===== config.mk =====
export PLATFORM = sky130hd
export DESIGN_NAME = fifo_flat
export DESIGN_NICKNAME = d
export VERILOG_FILES = /design/src/rtl/fifo_if.sv /design/src/rtl/fifo.sv /design/src/flat_wrapper.sv
export SDC_FILE = /design/constraint.sdc
export NUM_CORES = 1
export LEC_CHECK = 0
export ABC_AREA = 1
export CAP_MARGIN = 20
export CORE_ASPECT_RATIO = 0.7
export CORE_UTILIZATION = 48
export DETAILED_ROUTE_END_ITERATION = 6
export GPL_TIMING_DRIVEN = 1
export PLACE_DENSITY = 0.66
export SKIP_CTS_REPAIR_TIMING = 1
export SLEW_MARGIN = 20
export SYNTH_ARGS = -nofsm -noshare
export SYNTH_HDL_FRONTEND = slang
export SYNTH_SLANG_ARGS = --single-unit

===== constraint.sdc =====
create_clock -name fifo_intf_clk -period 6 [get_ports fifo_intf_clk]
set_input_delay 0.6 -clock fifo_intf_clk [delete_from_list [all_inputs] [get_ports fifo_intf_clk]]
set_output_delay 0.6 -clock fifo_intf_clk [all_outputs]
set_load 0.05 [all_outputs]

===== src/rtl/fifo_if.sv =====
// Purpose : signal bundle for the synchronous FIFO; the environment drives clk and rst.
// Ports   : clk, rst, wr_en, wdata, rd_en (into the FIFO); rdata, full_flag, empty_flag (out of it).
// Modports: dut (FIFO side), tb (environment side, directions mirrored).
interface fifo_if #(
  parameter int WIDTH = 32,
  parameter int DEPTH = 8
);

  logic             clk;
  logic             rst;
  logic             wr_en;
  logic [WIDTH-1:0] wdata;
  logic             rd_en;
  logic [WIDTH-1:0] rdata;
  logic             full_flag;
  logic             empty_flag;

  modport dut (
    input  clk,
    input  rst,
    input  wr_en,
    input  wdata,
    input  rd_en,
    output rdata,
    output full_flag,
    output empty_flag
  );

  modport tb (
    output clk,
    output rst,
    output wr_en,
    output wdata,
    output rd_en,
    input  rdata,
    input  full_flag,
    input  empty_flag
  );

endinterface


===== src/rtl/fifo.sv =====
// Purpose : single-clock FIFO of DEPTH words x WIDTH bits with registered read data.
// Latency : rdata updates on the edge that accepts rd_en (one cycle); flags follow the registered count.
// Backpr. : writes while full and reads while empty are dropped; rdata holds when no read is accepted.
// Ports   : fifo_intf (fifo_if.dut) -- clk, async active-high rst, wr_en/wdata, rd_en, rdata,
//           full_flag, empty_flag.
module fifo #(
  parameter int WIDTH = 32,
  parameter int DEPTH = 8
) (
  fifo_if.dut fifo_intf
);

  localparam int AW = $clog2(DEPTH);

  // The interface instance carries its own sizes; they must agree with ours,
  // and the pointer arithmetic below relies on DEPTH being a power of two.
  if ((fifo_intf.WIDTH != WIDTH) || (fifo_intf.DEPTH != DEPTH)) begin : g_size_mismatch
    $error("fifo: interface WIDTH/DEPTH differ from module parameters");
  end
  if ((DEPTH < 2) || ((DEPTH & (DEPTH - 1)) != 0)) begin : g_bad_depth
    $error("fifo: DEPTH must be a power of two and at least 2");
  end

  // --------------------------------------------------------------------------
  // State
  // --------------------------------------------------------------------------
  logic [WIDTH-1:0] mem [DEPTH];
  logic [AW-1:0]    wr_ptr;
  logic [AW-1:0]    rd_ptr;
  logic [AW:0]      count;
  logic [WIDTH-1:0] rdata_q;

  // --------------------------------------------------------------------------
  // Acceptance: decided purely from the registered count, so the flags never
  // depend combinationally on wr_en/rd_en. A full FIFO still accepts a read
  // and an empty one still accepts a write in the same cycle.
  // --------------------------------------------------------------------------
  logic full_w;
  logic empty_w;
  logic wr_acc;
  logic rd_acc;

  assign full_w  = (count == (AW+1)'(DEPTH));
  assign empty_w = (count == '0);
  assign wr_acc  = fifo_intf.wr_en & ~full_w;
  assign rd_acc  = fifo_intf.rd_en & ~empty_w;

  // --------------------------------------------------------------------------
  // Next-state logic for pointers and occupancy
  // --------------------------------------------------------------------------
  logic [AW-1:0] wr_ptr_nxt;
  logic [AW-1:0] rd_ptr_nxt;
  logic [AW:0]   count_nxt;

  always_comb begin
    wr_ptr_nxt = wr_ptr;
    rd_ptr_nxt = rd_ptr;
    count_nxt  = count;

    // AW-bit pointers wrap from DEPTH-1 to 0 on their own.
    if (wr_acc) begin
      wr_ptr_nxt = wr_ptr + AW'(1);
    end
    if (rd_acc) begin
      rd_ptr_nxt = rd_ptr + AW'(1);
    end

    unique case ({wr_acc, rd_acc})
      2'b10:   count_nxt = count + (AW+1)'(1);
      2'b01:   count_nxt = count - (AW+1)'(1);
      default: count_nxt = count;
    endcase
  end

  // --------------------------------------------------------------------------
  // Control registers: cleared asynchronously; reset discards all contents by
  // zeroing the pointers and count.
  // --------------------------------------------------------------------------
  always_ff @(posedge fifo_intf.clk or posedge fifo_intf.rst) begin
    if (fifo_intf.rst) begin
      wr_ptr  <= '0;
      rd_ptr  <= '0;
      count   <= '0;
      rdata_q <= '0;
    end else begin
      wr_ptr <= wr_ptr_nxt;
      rd_ptr <= rd_ptr_nxt;
      count  <= count_nxt;
      if (rd_acc) begin
        rdata_q <= mem[rd_ptr];
      end
    end
  end

  // --------------------------------------------------------------------------
  // Storage array: no reset. Stale words are unreachable because count is
  // zero after reset; writes are blocked while rst is high so a write in
  // flight during reset cannot land.
  // --------------------------------------------------------------------------
  always_ff @(posedge fifo_intf.clk) begin
    if (wr_acc && !fifo_intf.rst) begin
      mem[wr_ptr] <= fifo_intf.wdata;
    end
  end

  // --------------------------------------------------------------------------
  // Outputs
  // --------------------------------------------------------------------------
  assign fifo_intf.rdata      = rdata_q;
  assign fifo_intf.full_flag  = full_w;
  assign fifo_intf.empty_flag = empty_w;

  // --------------------------------------------------------------------------
  // Invariants
  // --------------------------------------------------------------------------
  a_count_range : assert property (
    @(posedge fifo_intf.clk) disable iff (fifo_intf.rst)
      count <= (AW+1)'(DEPTH)
  );

  a_flags_exclusive : assert property (
    @(posedge fifo_intf.clk) disable iff (fifo_intf.rst)
      !(full_w && empty_w)
  );

  a_ptr_distance : assert property (
    @(posedge fifo_intf.clk) disable iff (fifo_intf.rst)
      (wr_ptr - rd_ptr) == count[AW-1:0]
  );

endmodule


===== src/flat_wrapper.sv =====
// flat-port wrapper written by rule: the top's interface ports become plain ports
module fifo_flat 
#(
  parameter int WIDTH = 32,
  parameter int DEPTH = 8
)
  (fifo_intf_clk, fifo_intf_rst, fifo_intf_wr_en, fifo_intf_wdata, fifo_intf_rd_en, fifo_intf_rdata, fifo_intf_full_flag, fifo_intf_empty_flag);
  fifo_if #(.WIDTH(WIDTH), .DEPTH(DEPTH)) fifo_intf_i ();
  input wire logic [$bits(fifo_intf_i.clk)-1:0] fifo_intf_clk;
  input wire logic [$bits(fifo_intf_i.rst)-1:0] fifo_intf_rst;
  input wire logic [$bits(fifo_intf_i.wr_en)-1:0] fifo_intf_wr_en;
  input wire logic [$bits(fifo_intf_i.wdata)-1:0] fifo_intf_wdata;
  input wire logic [$bits(fifo_intf_i.rd_en)-1:0] fifo_intf_rd_en;
  output wire logic [$bits(fifo_intf_i.rdata)-1:0] fifo_intf_rdata;
  output wire logic [$bits(fifo_intf_i.full_flag)-1:0] fifo_intf_full_flag;
  output wire logic [$bits(fifo_intf_i.empty_flag)-1:0] fifo_intf_empty_flag;
  assign fifo_intf_i.clk = fifo_intf_clk;
  assign fifo_intf_i.rst = fifo_intf_rst;
  assign fifo_intf_i.wr_en = fifo_intf_wr_en;
  assign fifo_intf_i.wdata = fifo_intf_wdata;
  assign fifo_intf_i.rd_en = fifo_intf_rd_en;
  assign fifo_intf_rdata = fifo_intf_i.rdata;
  assign fifo_intf_full_flag = fifo_intf_i.full_flag;
  assign fifo_intf_empty_flag = fifo_intf_i.empty_flag;
  fifo #(.WIDTH(WIDTH), .DEPTH(DEPTH)) u_core (.fifo_intf(fifo_intf_i));
endmodule

* Word-level counts from Yosys, hierarchy flattened
Memories as Yosys holds them, arrays and structs flattened. A register that Yosys moved wholly into a read port is not among the register bits.
Cells that the tools add are included.
** Storage, ports and cells
- Word-level logic and storage cells :: 22
- Register bits :: 10
- Memories kept :: 1
- RAM bits :: 256
** Memories
- u_core.mem :: depth 8, width 32, rd ports 1, clocked after Yosys merged registers in 1, wr ports 1, line fifo.sv:27 : logic [WIDTH-1:0] mem [DEPTH];
** Cells by class
- Reduce and logical (&&, ||, !) cells :: 4
- Eq/ne operators :: 3
- Bitwise operators :: 4
- Add/sub/neg operators :: 4
- Muxes and demuxes :: 3
** Operators by type and width (count)
- one-hot mux 4 bit (2 select lines) :: 1
- adder 3 x 1 -> 3 bit, second input constant :: 2
- adder 4 x 1 -> 4 bit, second input constant :: 1
- == test 4 bit, second input constant :: 1
- zero test 4 bit :: 1
- subtractor 4 x 1 -> 4 bit, second input constant :: 1
- AND 1 bit :: 2
- == test 2 x 1 -> 1 bit, second input constant :: 1
- == test 2 bit, second input constant :: 1
- two-way mux 1 bit :: 2
- inverter 1 bit :: 2
- nonzero test 2 bit :: 1
- logical AND 1 bit :: 1
- zero test 1 bit :: 1

* Longest topological paths before layout
- Word-level depth :: 6
- Gate-level depth with buffers :: 14
- Gate-level depth less buffers :: 13

* Worst setup path before layout
Ideal clock, no wire load.
- Path type :: input to register
- From :: in fifo_intf_rst
- To :: mem u_core.mem[6][0] (enable)
- Slack :: 2.400 ns
- Setup time :: 0.421 ns
- Stages :: 3
- Data arrival time :: 3.179 ns
- Cells stage by stage :: inv_1 -> nand3_1 -> nor2_1
** Between the ends
- Longest elaborated chain between the ends :: 4
** Ends and longest elaborated chain
- from (decl) :: line flat_wrapper.sv:10 : input wire logic [$bits(fifo_intf_i.rst)-1:0] fifo_intf_rst;
- zero test 1 bit (no line)
- logical AND 1 bit :: line fifo.sv:101 : if (wr_acc && !fifo_intf.rst) begin
- two-way mux 1 bit :: line fifo.sv:101
- two-way mux 1 bit (implied by the code) :: line fifo.sv:102 : mem[wr_ptr] <= fifo_intf.wdata;
- to (decl) :: line fifo.sv:27
No other way between the ends.

* Worst setup path in the final report
- From :: reg u_core.count[0]
- To :: reg u_core.count[3]
** Between the ends
- Longest elaborated chain between the ends :: 5
- Elaborated cells between the ends (all ways) :: 12
** Ends and longest elaborated chain
- from (decl) :: line fifo.sv:30 : logic [AW:0] count;
- from (signal assigned) :: line fifo.sv:88 : count <= count_nxt;
- == test 4 bit / zero test 4 bit (equally long branches) :: line fifo.sv:43, fifo.sv:44
- inverter 1 bit, on equally long branches :: line fifo.sv:45, fifo.sv:46
- AND 1 bit, on equally long branches :: line fifo.sv:45, fifo.sv:46
- == test 2 x 1 -> 1 bit / == test 2 bit (equally long branches) :: line fifo.sv:68 : unique case ({wr_acc, rd_acc})
- one-hot mux 4 bit (2 select lines) / nonzero test 2 bit (equally long branches)
Parallel ways exist; a longest one is shown, timed or not.
A chain may end at the register's enable or synchronous reset.

==> results.md <==
Setup path
• nor2_1, nand3_2, nand2_2, buf_4, inv_4, ha_1, ha_1, or2_2, nand2_1, nand3_1, nand2_1, nand2_1, nand2_1 — chain of cells forming the critical path
• flip-flop to flip-flop — kind of critical path
• buf_4 — slowest cell on the critical path
• flip-flop — Worst setup SP type
• 0.44 ns — biggest cell delay along the critical path
• 3.42 ns — Crit path arrival time
• 6.48 ns — WP data required
• nand2_1 — Critical Path Most Common Cell
• flip-flop — Worst setup EP type
• 37 — Critical Path Fanout Max

Timing
• 2.94 ns — min Tclk post-route
• 1.12 ns — worst-margin pin slew
• 0 — Finish-stage setup viols
• 0.00763 ns — maximum clock skew at final layout
• 0.481 ns — worst slack on hold paths
• 0 — total count of max-transition violations in the final report
• 0.252 — Relative slew margins
• false — setup repair after global routing missed its margin
• 0.490 — portion of the clock cycle consumed by the worst path in the final layout
• 0.340 GHz — highest clock rate
• 0 — Final Hold Violating Endpoints
• 0 ns — setup TNS

Synth
• 0.695 — portion of the post-synthesis area used by sequential elements
• edfxtp_1 — area leader, netlist
• 408 x nand2_1, 256 x edfxtp_1, 206 x inv_1 — list of most frequent post-synthesis cells
• edfxtp_1 61%, nand2_1 12%, dfrtp_1 8.4%, nand3_1 8.0%, inv_1 6.2% — top post-synthesis cells by area
• nand2_1 — cell with the most instances after synthesis
• 1197 — Post-Synthesis Cells
• 256 — Post-synth EDFFs
• 22 — post-synth cell types
• 0.141 — proportion of register bits with asynchronous set or reset after synthesis
• edfxtp_1 — Top FF cell, synth
• 0 — number of synthesis warnings
• 298 — number of flip-flops and latches in the synthesized netlist
• 0.612 — area share of the largest cell type after synthesis
• 10.5 sq um — mean instance size in the synthesized netlist
• 1239 — nets in the synthesized netlist
• 12600 sq um — post-synthesis cell area

Die
• 70 — ports placed on the boundary
• 25700 sq um — placeable core region
• 0.489 — effective utilization at floorplan
• 49 — standard-cell row count
• 195 microns — Die Span X
• 26800 sq um — die footprint
• 137 microns — die extent in y

Detailed routing
• 0 — number of nets with antenna violations after routing
• 27900 microns — sum of routed wire length over all layers
• 5.02 — mean number of vias per cell
• 0 — DRC violation count after routing
• 596 — initial DRC count
• 8084 — Vias
• 5 — number of iterations in the first detailed-routing pass
• 17.4 microns — average wire per cell in the routed design

Power and ir drop
• 0.00262 W — power spent charging and discharging nets
• 6.27 nW — Leak Pwr
• 481 nW/um^2 — power density over the cells
• 0.332 — combinational group share of total power
• 0.399 — sequential share of power
• 0.269 — clock power share
• 0.357 mV — maximum vdd ir drop
• 0.00436 W — internal power
• 0.375 — switching share of total power

CTS
• 298 — number of sinks handled by clock tree synthesis
• 0.06 ns — clock-pin slew reported for the worst setup and hold paths after clock tree synthesis
• clkbuf_16 — root buffer cell
• 29 — number of buffers created by CTS
• 0.54 ns — clk_lat worst skew
• 3 — largest buffer count on any clock path
• built — TritonCTS clock tree
• 1 — CTS HTree Levels

Status
• complete, no violations — outcome

Worst hold path
• flip-flop to flip-flop — class of the tightest hold or removal check

Global routing
• 0 — initial antenna violation count
• 43900 microns — first-pass GRT wire length
• 7837 — vias in the first global route
• 0 — sum of overflow across all layers after global routing
• 0.214 — total routing usage reported by global routing
• 103 — largest net degree at the start of global routing

Cells and area
• 0.565 — post-route core utilization
• 15.5% — Area Overhead vs Synth
• 0 — total inserted antenna cells
• 0.0587 — fraction of layout instances using a drive strength above 1
• 1609 — final std cells w/o fill
• 1298 — layout net count

Placed design
• 1556 — # placed instances
• 14500 microns — HPWL reported at the end of detailed placement
• 0.732 — final estimated routing congestion in global placement
• 69 — port bufs

Run
• 0 — Max Cap Violations

[critical path: cells and delay by family, from the launching register on]
| family | cells | cell delay [ns] |
|---|---|---|
| adders and majority gates | 2 | 0.68 |
| DFF | 1 | 0.42 |
| buffers and inverters | 2 | 0.77 |
| and+or+nand+nor | 9 | 0.96 |
[metrics by stage]
| step | area, sq um | power [W] | worst slack, ns |
|---|---|---|---|
| after floorplan | 12600 | 0.00443 | 2.40 |
| after global placement | 13500 | 0.00510 | 2.64 |
| after detailed placement | 13500 | 0.00515 | 2.60 |
| after CTS | 14500 | 0.00702 | 3.07 |
| after global routing | 14500 | 0.00737 | 2.89 |
| final | 14500 | 0.00698 | 3.06 |
[power groups by stage]
stage	sequential, W	combinational [W]	clock, W
2_1_floorplan	0.00305	0.00138	0
6_report	0.00278	0.00232	0.00188
3_3_place_gp	0.00282	0.00228	0
4_1_cts	0.00278	0.00234	0.00190
3_5_place_dp	0.00282	0.00233	0
5_1_grt	0.00282	0.00257	0.00198
[placed cells by master (no fill, tap or decap), drive strengths merged]
cell type / netlist / final
edfxtp: 256 / 256
clkbuf: 6 / 41
inv: 208 / 206
bufinv: 0 / 4
or2: 2 / 2
o21ai: 4 / 4
nor2: 10 / 10
buf: 49 / 14
nand2: 409 / 409
dfrtp: 42 / 42
xnor2: 1 / 1
fa: 1 / 1
xor2: 2 / 2
clkdlybuf4s50: 0 / 69
nand3: 202 / 202
clkinv: 0 / 10
ha: 5 / 5
[path summary, 6_finish.rpt]
check / cells past startpoint / start / endpoint / slack [ns]
setup / recovery: 13 / u_core.count[0]$_DFFE_PP0P_ / u_core.count[3]$_DFFE_PP0P_ / 3.06
hold / removal: 2 / u_core.fifo_intf.rdata[3]$_DFFE_PP0N_ / u_core.fifo_intf.rdata[3]$_DFFE_PP0N_ / 0.48
setup reg to reg: 13 / u_core.count[0]$_DFFE_PP0P_ / u_core.count[3]$_DFFE_PP0P_ / 3.06
hold reg to reg: 2 / u_core.fifo_intf.rdata[3]$_DFFE_PP0N_ / u_core.fifo_intf.rdata[3]$_DFFE_PP0N_ / 0.48
max in group asynchronous: 3 / fifo_intf_rst / u_core.rd_ptr[1]$_DFFE_PP0N_ / 4.88
min in group asynchronous: 3 / fifo_intf_rst / u_core.fifo_intf.rdata[6]$_DFFE_PP0N_ / 0.58
[sequential cells by signal (all words and copies together), names as in the netlist]
name                    cells
u_core.rd_ptr               3
u_core.wr_ptr               3
u_core.fifo_intf.rdata     32
u_core.count                4
u_core.mem                256
[cell families after synthesis]
family / share of synthesized area
adders and majority gates: 0.00657
and+or+nand+nor: 0.207
DFF: 0.695
xor gates and xnor gates: 0.00209
buffers and inverters: 0.0871
AOI/OAI and AO/OA: 0.00159
[routing by layer]
metal,global-route usage,share of wire,vias up
li1,-,-,3958
met1,0.304,0.46,3885
met2,0.360,0.47,201
met3,0.0279,0.052,40
met4,0.0416,0.014,0
met5,0,0,-
[layout make-up]
type / count / area (sq um)
Clock buffer: 41 / 821
Clock inverter: 12 / 158
Fill cell: 2176 / 11200
Inverter: 208 / 785
Multi-Input combinational cell: 636 / 2790
Sequential cell: 298 / 8750
Tap cell: 331 / 414
Timing Repair Buffer: 83 / 800
Note: power is estimated with default switching activity, not from simulation.
